==> config.mk <==
export PLATFORM = sky130hd
export DESIGN_NAME = complete_stage
export DESIGN_NICKNAME = d
export VERILOG_FILES = /design/src/rtl/sys_defs_pkg.sv /design/src/rtl/cdb_fifo.sv /design/src/rtl/complete_stage.sv
export SDC_FILE = /design/constraint.sdc
export NUM_CORES = 1
export LEC_CHECK = 0
export CAP_MARGIN = 10
export CORE_UTILIZATION = 40
export CTS_CLUSTER_SIZE = 24
export DETAILED_ROUTE_END_ITERATION = 10
export MAX_ROUTING_LAYER = met4
export SLEW_MARGIN = 20
export SYNTH_ARGS = -nofsm -noshare
export SYNTH_HDL_FRONTEND = slang
export SYNTH_SLANG_ARGS = --single-unit
==> constraint.sdc <==
create_clock -name clock -period 7.8 [get_ports clock]
set_clock_uncertainty 0.2 [all_clocks]
set_input_delay 1.56 -clock clock [delete_from_list [all_inputs] [get_ports clock]]
set_output_delay 1.56 -clock clock [all_outputs]
set_load 0.05 [all_outputs]
==> src/rtl/sys_defs_pkg.sv <==
// Shared definitions for the completion/CDB cluster (package sys_defs).
// Holds the default machine widths, the CDB and FU-done packet layouts used
// by the ROB / map table side, and the `N_FU / `CDB_QDEPTH style macros that
// older files still reference.
// Ports: none (package only).

`ifndef N_WAY
`define N_WAY 2
`endif
`ifndef N_FU
`define N_FU 4
`endif
`ifndef CDB_BITS
`define CDB_BITS 6
`endif
`ifndef CDB_QDEPTH
`define CDB_QDEPTH 2
`endif

package sys_defs;

  localparam int DEF_N_WAY    = `N_WAY;
  localparam int DEF_N_FU     = `N_FU;
  localparam int DEF_CDB_BITS = `CDB_BITS;
  localparam int DEF_QDEPTH   = `CDB_QDEPTH;
  localparam int DEF_XLEN     = 32;

  typedef struct packed {
    logic                    valid;
    logic [DEF_CDB_BITS-1:0] tag;
    logic [DEF_XLEN-1:0]     value;
  } CDB_PACKET;

  typedef struct packed {
    logic                    valid;
    logic [DEF_CDB_BITS-1:0] tag;
    logic [DEF_XLEN-1:0]     result;
  } FU_DONE_PACKET;

endpackage

==> src/rtl/cdb_fifo.sv <==
// cdb_fifo: one DEPTH-entry FIFO buffering finished results of a single FU.
// Ports:
//   clock, reset  rising-edge clock, asynchronous active-low reset
//   push, din     enqueue din (ignored when full)
//   pop           dequeue head (ignored when empty)
//   flush         empty the FIFO at the edge; wins over push/pop
//   full, empty   status from the registered count only
//   head          oldest entry (contents undefined while empty)

module cdb_fifo #(
  parameter int DEPTH = 2,
  parameter int WIDTH = 38
) (
  input  logic             clock,
  input  logic             reset,
  input  logic             push,
  input  logic             pop,
  input  logic             flush,
  input  logic [WIDTH-1:0] din,
  output logic             full,
  output logic             empty,
  output logic [WIDTH-1:0] head
);

  localparam int PW = (DEPTH > 1) ? $clog2(DEPTH) : 1;
  localparam int CW = $clog2(DEPTH) + 1;

  logic [WIDTH-1:0] mem [DEPTH];
  logic [PW-1:0]    rd_ptr, wr_ptr;
  logic [CW-1:0]    count;
  logic             do_push, do_pop;

  assign full    = (count == CW'(DEPTH));
  assign empty   = (count == '0);
  assign do_push = push && !full && !flush;
  assign do_pop  = pop && !empty && !flush;
  assign head    = mem[rd_ptr];

  // Pointers wrap naturally because DEPTH is a power of two.
  always_ff @(posedge clock or negedge reset) begin
    if (!reset) begin
      rd_ptr <= '0;
      wr_ptr <= '0;
      count  <= '0;
    end else if (flush) begin
      rd_ptr <= '0;
      wr_ptr <= '0;
      count  <= '0;
    end else begin
      if (do_push) wr_ptr <= wr_ptr + PW'(1);
      if (do_pop)  rd_ptr <= rd_ptr + PW'(1);
      case ({do_push, do_pop})
        2'b10:   count <= count + CW'(1);
        2'b01:   count <= count - CW'(1);
        default: count <= count;
      endcase
    end
  end

  // Storage needs no reset: validity is tracked by count alone.
  always_ff @(posedge clock) begin
    if (do_push) mem[wr_ptr] <= din;
  end

endmodule

==> src/rtl/complete_stage.sv <==
// complete_stage: completion / CDB arbiter feeding the ROB, map table and
// free list. Each FU has its own cdb_fifo; up to N_WAY non-empty FIFOs are
// granted per cycle in round-robin order starting at rr_ptr and broadcast
// unlatched on the CDB slots.
// Ports:
//   clock, reset        rising-edge clock, asynchronous active-low reset
//   fu_valid/tag/result per-FU finished result (tag 0 is never enqueued)
//   fu_stall            per-FU FIFO full, FU must hold its result
//   branch_haz          mispredict flush: blanks the CDB, clears all FIFOs
//   complete_valid/dest_tag/value   N_WAY broadcast slots, zero when idle
// Optional: define COMPLETE_PERF_EN to add perf_bcast_cnt (valid slots
// broadcast) and perf_stall_cnt (cycles with any stalled fu_valid).

module complete_stage
  import sys_defs::*;
#(
  parameter int N_WAY    = DEF_N_WAY,
  parameter int N_FU     = DEF_N_FU,
  parameter int CDB_BITS = DEF_CDB_BITS,
  parameter int XLEN     = DEF_XLEN,
  parameter int QDEPTH   = DEF_QDEPTH
) (
  input  logic                               clock,
  input  logic                               reset,
  input  logic [N_FU-1:0]                    fu_valid,
  input  logic [N_FU-1:0][CDB_BITS-1:0]      fu_tag,
  input  logic [N_FU-1:0][XLEN-1:0]          fu_result,
  output logic [N_FU-1:0]                    fu_stall,
  input  logic                               branch_haz,
  output logic [N_WAY-1:0]                   complete_valid,
  output logic [N_WAY-1:0][CDB_BITS-1:0]     complete_dest_tag,
  output logic [N_WAY-1:0][XLEN-1:0]         complete_value
`ifdef COMPLETE_PERF_EN
  ,
  output logic [31:0]                        perf_bcast_cnt,
  output logic [31:0]                        perf_stall_cnt
`endif
);

  localparam int FU_W = (N_FU > 1) ? $clog2(N_FU) : 1;
  localparam int EW   = CDB_BITS + XLEN;

  logic [N_FU-1:0]               push, pop, full, empty;
  logic [N_FU-1:0][EW-1:0]       head;
  logic [FU_W-1:0]               rr_ptr, rr_next, last_win, idx;
  logic [N_WAY-1:0]              slot_busy;
  logic [N_WAY-1:0][FU_W-1:0]    slot_fu;
  logic                          any_win;

  assign fu_stall = full;

  for (genvar i = 0; i < N_FU; i++) begin : g_fu
    // Stall comes from the registered count, so a same-cycle pop never
    // opens room for a refill; zero tags are dropped at the door.
    assign push[i] = fu_valid[i] && !full[i] && !branch_haz && (fu_tag[i] != '0);

    cdb_fifo #(.DEPTH(QDEPTH), .WIDTH(EW)) u_fifo (
      .clock (clock),
      .reset (reset),
      .push  (push[i]),
      .pop   (pop[i]),
      .flush (branch_haz),
      .din   ({fu_tag[i], fu_result[i]}),
      .full  (full[i]),
      .empty (empty[i]),
      .head  (head[i])
    );

    a_no_valid_when_stalled: assert property (
      @(posedge clock) disable iff (!reset) !(fu_valid[i] && fu_stall[i]));
    a_no_zero_tag: assert property (
      @(posedge clock) disable iff (!reset) !(fu_valid[i] && (fu_tag[i] == '0)));
  end

  // Round-robin scan from rr_ptr using registered FIFO state only; the n-th
  // non-empty FIFO found takes slot n until all slots are used.
  always_comb begin
    int cnt;
    cnt       = 0;
    slot_busy = '0;
    slot_fu   = '0;
    pop       = '0;
    any_win   = 1'b0;
    last_win  = '0;
    idx       = '0;
    for (int k = 0; k < N_FU; k++) begin
      idx = FU_W'((int'(rr_ptr) + k) % N_FU);
      if (!empty[idx] && cnt < N_WAY) begin
        for (int s = 0; s < N_WAY; s++) begin
          if (cnt == s) begin
            slot_busy[s] = 1'b1;
            slot_fu[s]   = idx;
          end
        end
        pop[idx] = !branch_haz;
        any_win  = 1'b1;
        last_win = idx;
        cnt      = cnt + 1;
      end
    end
    rr_next = any_win ? FU_W'((int'(last_win) + 1) % N_FU) : rr_ptr;
  end

  // A flush blanks the CDB for that cycle and the pointer stays put.
  always_ff @(posedge clock or negedge reset) begin
    if (!reset)           rr_ptr <= '0;
    else if (!branch_haz) rr_ptr <= rr_next;
  end

  // Idle or flushed slots drive all-zero so downstream sees tag 0.
  always_comb begin
    complete_valid    = '0;
    complete_dest_tag = '0;
    complete_value    = '0;
    for (int s = 0; s < N_WAY; s++) begin
      if (slot_busy[s] && !branch_haz) begin
        complete_valid[s]    = 1'b1;
        complete_dest_tag[s] = head[slot_fu[s]][EW-1 -: CDB_BITS];
        complete_value[s]    = head[slot_fu[s]][XLEN-1:0];
      end
    end
  end

`ifdef COMPLETE_PERF_EN
  // Counters wrap freely and hold still during a flush.
  always_ff @(posedge clock or negedge reset) begin
    if (!reset) begin
      perf_bcast_cnt <= '0;
      perf_stall_cnt <= '0;
    end else if (!branch_haz) begin
      perf_bcast_cnt <= perf_bcast_cnt + 32'($countones(complete_valid));
      if (|(fu_valid & full)) perf_stall_cnt <= perf_stall_cnt + 32'd1;
    end
  end
`endif

endmodule

==> impl_results.rst <==
.. list-table::
   :header-rows: 1

   * - Metric
     - Value
   * - Number of global-route vias before repair
     - 10420
   * - Setup-failing EPs final
     - 0
   * - Number of DRC violations after detailed-routing iteration 0
     - 936
   * - Relative area change from synthesis to final layout
     - 27.5%
   * - Fraction of final layout cells with drive strength greater than 1
     - 17.7%
   * - Chain of cells forming the critical path
     - inv_1, ha_1, buf_4, o221ai_1, a31oi_1, a2111oi_2, nand2_2, nor4b_1, a21o_1, or3b_2, buf_12, o22ai_1, clkdlybuf4s50_1
   * - Launching element type of the critical path
     - register
   * - DRC violation count after routing
     - 0
   * - Total setup buffers inserted after CTS
     - 0
   * - Run status
     - completed
   * - Largest stage delay on the critical path
     - 0.77 ns
   * - # resized after CTS
     - 0
   * - Net count after synthesis
     - 1318
   * - Met3 usage
     - 5.00%
   * - Area fraction of the dominant cell type after synthesis
     - 60.4%
   * - Die area
     - 38600 sq um
   * - Worst Setup Path Type
     - register to output pin
   * - Core area
     - 36900 sq um
   * - Clock tree from TritonCTS
     - built
   * - Leading cell type by number of instances after synthesis
     - sky130_fd_sc_hd__edfxtp_1
   * - Met2 GRT Util
     - 36.6%
   * - Top flip-flop cell by instance count after synthesis
     - sky130_fd_sc_hd__edfxtp_1
   * - Slack of the worst reg-to-reg path
     - 4.10 ns
   * - Setup repair after global routing missed its margin
     - no
   * - Starting density of the core
     - 41.0%
   * - Timing startpoint of the critical path
     - rr_ptr[1]
   * - Antenna viol nets, final
     - 0
   * - Drt wl/cell
     - 23.5 microns
   * - Clock slew at the register clock pins of the worst setup and hold paths
     - 0.06 ns
   * - # Max-Cap Violations
     - 0
   * - Routing usage on met1
     - 31.6%
   * - Number of optimization iterations in the first detailed-route pass
     - 6
   * - FP Rows
     - 70
   * - Clock Sinks
     - 322
   * - Largest net degree at the start of global routing
     - 85
   * - Final weighted congestion in routability-driven placement
     - 0.849
   * - Fmax
     - 0.139 GHz
   * - Synth warnings
     - 0
   * - Root Driver
     - sky130_fd_sc_hd__clkbuf_16
   * - CTS hold repair buffers
     - 0
   * - Worst setup EP type
     - output pin
   * - Flop and latch count out of synthesis
     - 322
   * - Slew @ Worst Pin
     - 1.05 ns
   * - Most instantiated cells after synthesis
     - 304 x sky130_fd_sc_hd__edfxtp_1, 126 x sky130_fd_sc_hd__o21ai_0, 98 x sky130_fd_sc_hd__nor2_1, 83 x sky130_fd_sc_hd__a21oi_1, 81 x sky130_fd_sc_hd__mux2i_1
   * - Detailed Route WL
     - 44500 microns
   * - Global route hottest layer
     - met2
   * - Number of failing hold endpoints at the final stage
     - 0
   * - Share of the cycle needed by the critical path after routing
     - 92.0%
   * - Number of nets in the layout
     - 1531
   * - Critical path's slowest cell
     - sky130_fd_sc_hd__a2111oi_2
   * - Global router's overall resource usage
     - 23.6%
   * - I/O pin cnt
     - 241
   * - Data arrival time of the worst path
     - 5.41 ns
   * - Share of synthesized flip-flops with an asynchronous set or reset
     - 5.59%
   * - Worst hold path type
     - register to register
   * - Pins over their slew limit
     - 0
   * - Sum of buffers and inverters on the critical path
     - 4
   * - Startpoint of the lowest-slack register-to-register path
     - rr_ptr[1]
   * - Maximum buffer depth of the clock tree
     - 3
   * - Count of buffers inserted at the top-level ports
     - 240
   * - Latest clock arrival within the worst-skew pair
     - 0.52 ns
   * - Worst-case headroom to the max-slew limit
     - 28.9%
   * - Global-route wire length before repair
     - 65500 microns
   * - Critical path data required time
     - 6.04 ns
   * - Sequential cell area fraction in the yosys report
     - 63.4%
   * - Cell type contributing the most total cell area after synthesis
     - sky130_fd_sc_hd__edfxtp_1
   * - TritonCTS buffer count
     - 37
   * - Final HPWL DP
     - 29900 microns
   * - Family of cells with the greatest summed delay on the critical path
     - buffers and inverters
   * - Via density per instance
     - 5.59
   * - Yosys cell types
     - 59
   * - Cells after Synth
     - 1148
   * - Number of synthesized flops with an enable pin
     - 304
   * - Netlist area before placement
     - 15100 sq um
   * - Vias
     - 10586
   * - Sum of negative setup slack
     - 0 ns
   * - HP Start
     - g_fu[3].u_fifo.wr_ptr
   * - Critical path fanouts, max
     - 23
   * - Final-layout fill cell count
     - 3165
   * - CTS H-tree lvls
     - 2
   * - Vert. Die Dim
     - 196 microns
   * - Post-layout minimum cycle time
     - 7.17 ns
   * - Die X
     - 196 microns
   * - Average footprint of a synthesized cell
     - 13.2 sq um
   * - Antenna violations before repair
     - 3
   * - Sum of overflow across all layers after global routing
     - 0
   * - Top post-synthesis cells by area
     - sky130_fd_sc_hd__edfxtp_1 60%, sky130_fd_sc_hd__mux2_2 5.7%, sky130_fd_sc_hd__mux2i_1 5.4%
state kept, by name, indices dropped and copies added, names as in the netlist:
register            cells
g_fu.u_fifo.wr_ptr      4
rr_ptr                  2
g_fu.u_fifo.count       8
g_fu.u_fifo.rd_ptr      4
g_fu.u_fifo.mem       304
path summary, 6_finish.rpt:
check                                          end  cells past startpoint
max                             complete_value[38]                     13
min                          g_fu[3].u_fifo.wr_ptr                      2
max reg2reg                g_fu[3].u_fifo.count[1]                     11
min reg2reg                  g_fu[3].u_fifo.wr_ptr                      2
max in group asynchronous    g_fu[0].u_fifo.rd_ptr                      1
min in group asynchronous  g_fu[2].u_fifo.count[1]                      1
placed cells by master (no fill, tap or decap), drive strengths merged, types with 7 or more instances in the layout:
cell	Yosys	layout
edfxtp	304	304
clkdlybuf4s50	0	202
o21ai	167	167
nor2	100	100
a21oi	85	85
mux2i	81	81
o22ai	80	80
mux2	76	76
buf	41	65
clkbuf	52	44
xnor2	18	18
dfrtp	18	18
nand2	14	14
clkinv	1	13
nor3	11	11
ha	11	11
nor2b	9	9
nand3	7	7
layout make-up:
| type | count | area [sq um] | share of cell area (%) |
|---|---|---|---|
| multi-input combinational | 727 | 5110 | 26.5 |
| timing repair buffer | 267 | 2710 | 14.0 |
| inverter | 6 | 22.5 | 0.117 |
| clock buffer | 44 | 952 | 4.94 |
| antenna | 3 | 7.51 | 0.0390 |
| tap | 504 | 631 | 3.27 |
| clock inverter | 20 | 255 | 1.32 |
| sequential | 322 | 9590 | 49.7 |
worst register-to-register path: stages, from the launching register on:
cell and delay, ns:
sky130_fd_sc_hd__dfrtp_1 0.54, sky130_fd_sc_hd__inv_1 0.24, sky130_fd_sc_hd__ha_1 0.45, sky130_fd_sc_hd__buf_4 0.22
sky130_fd_sc_hd__o221ai_1 0.07, sky130_fd_sc_hd__a31oi_1 0.11, sky130_fd_sc_hd__a2111oi_2 0.77, sky130_fd_sc_hd__nand3_1 0.16
sky130_fd_sc_hd__a211o_1 0.41, sky130_fd_sc_hd__mux2i_1 0.21, sky130_fd_sc_hd__xnor2_1 0.15, sky130_fd_sc_hd__nor2_1 0.05
logic make-up (layout without fill, tap and decap cells):
logic type / count (synthesis) / in the layout / share of synthesized area, %
compound gates: 367 / 367 / 14.6
xor+xnor: 20 / 20 / 1.16
fa+ha+maj: 11 / 11 / 0.911
buf+inv: 99 / 337 / 3.25
flops: 322 / 322 / 63.4
mux: 160 / 160 / 11.5
other cells: 0 / 3 / 0
simple gates: 169 / 169 / 5.22
per-layer routing:
layer	wire, microns	up-vias	share of wire, %
met1	19600	5253	44
met3	3020	54	6.8
met2	20900	407	47
li1	-	4872	-
met5	0	-	0
met4	1000	0	2.2
stage by stage:
step                instances  hold WS (ns)  setup WS (ns)  utilization, %  instance area (sq um)
floorplan                1148         0.324           1.27               -                  15100
CTS                      1890         0.416          0.615            52.2                  19300
detailed placement       1826         0.401           1.19            49.0                  18100
global route             1893         0.434          0.209            52.3                  19300
finish                   1893         0.415          0.626            52.3                  19300
global placement         1825         0.391           1.23            48.9                  18000
Power is not shown: default switching activity piles up to over one toggle a cycle in this logic, so the estimate is an artifact.
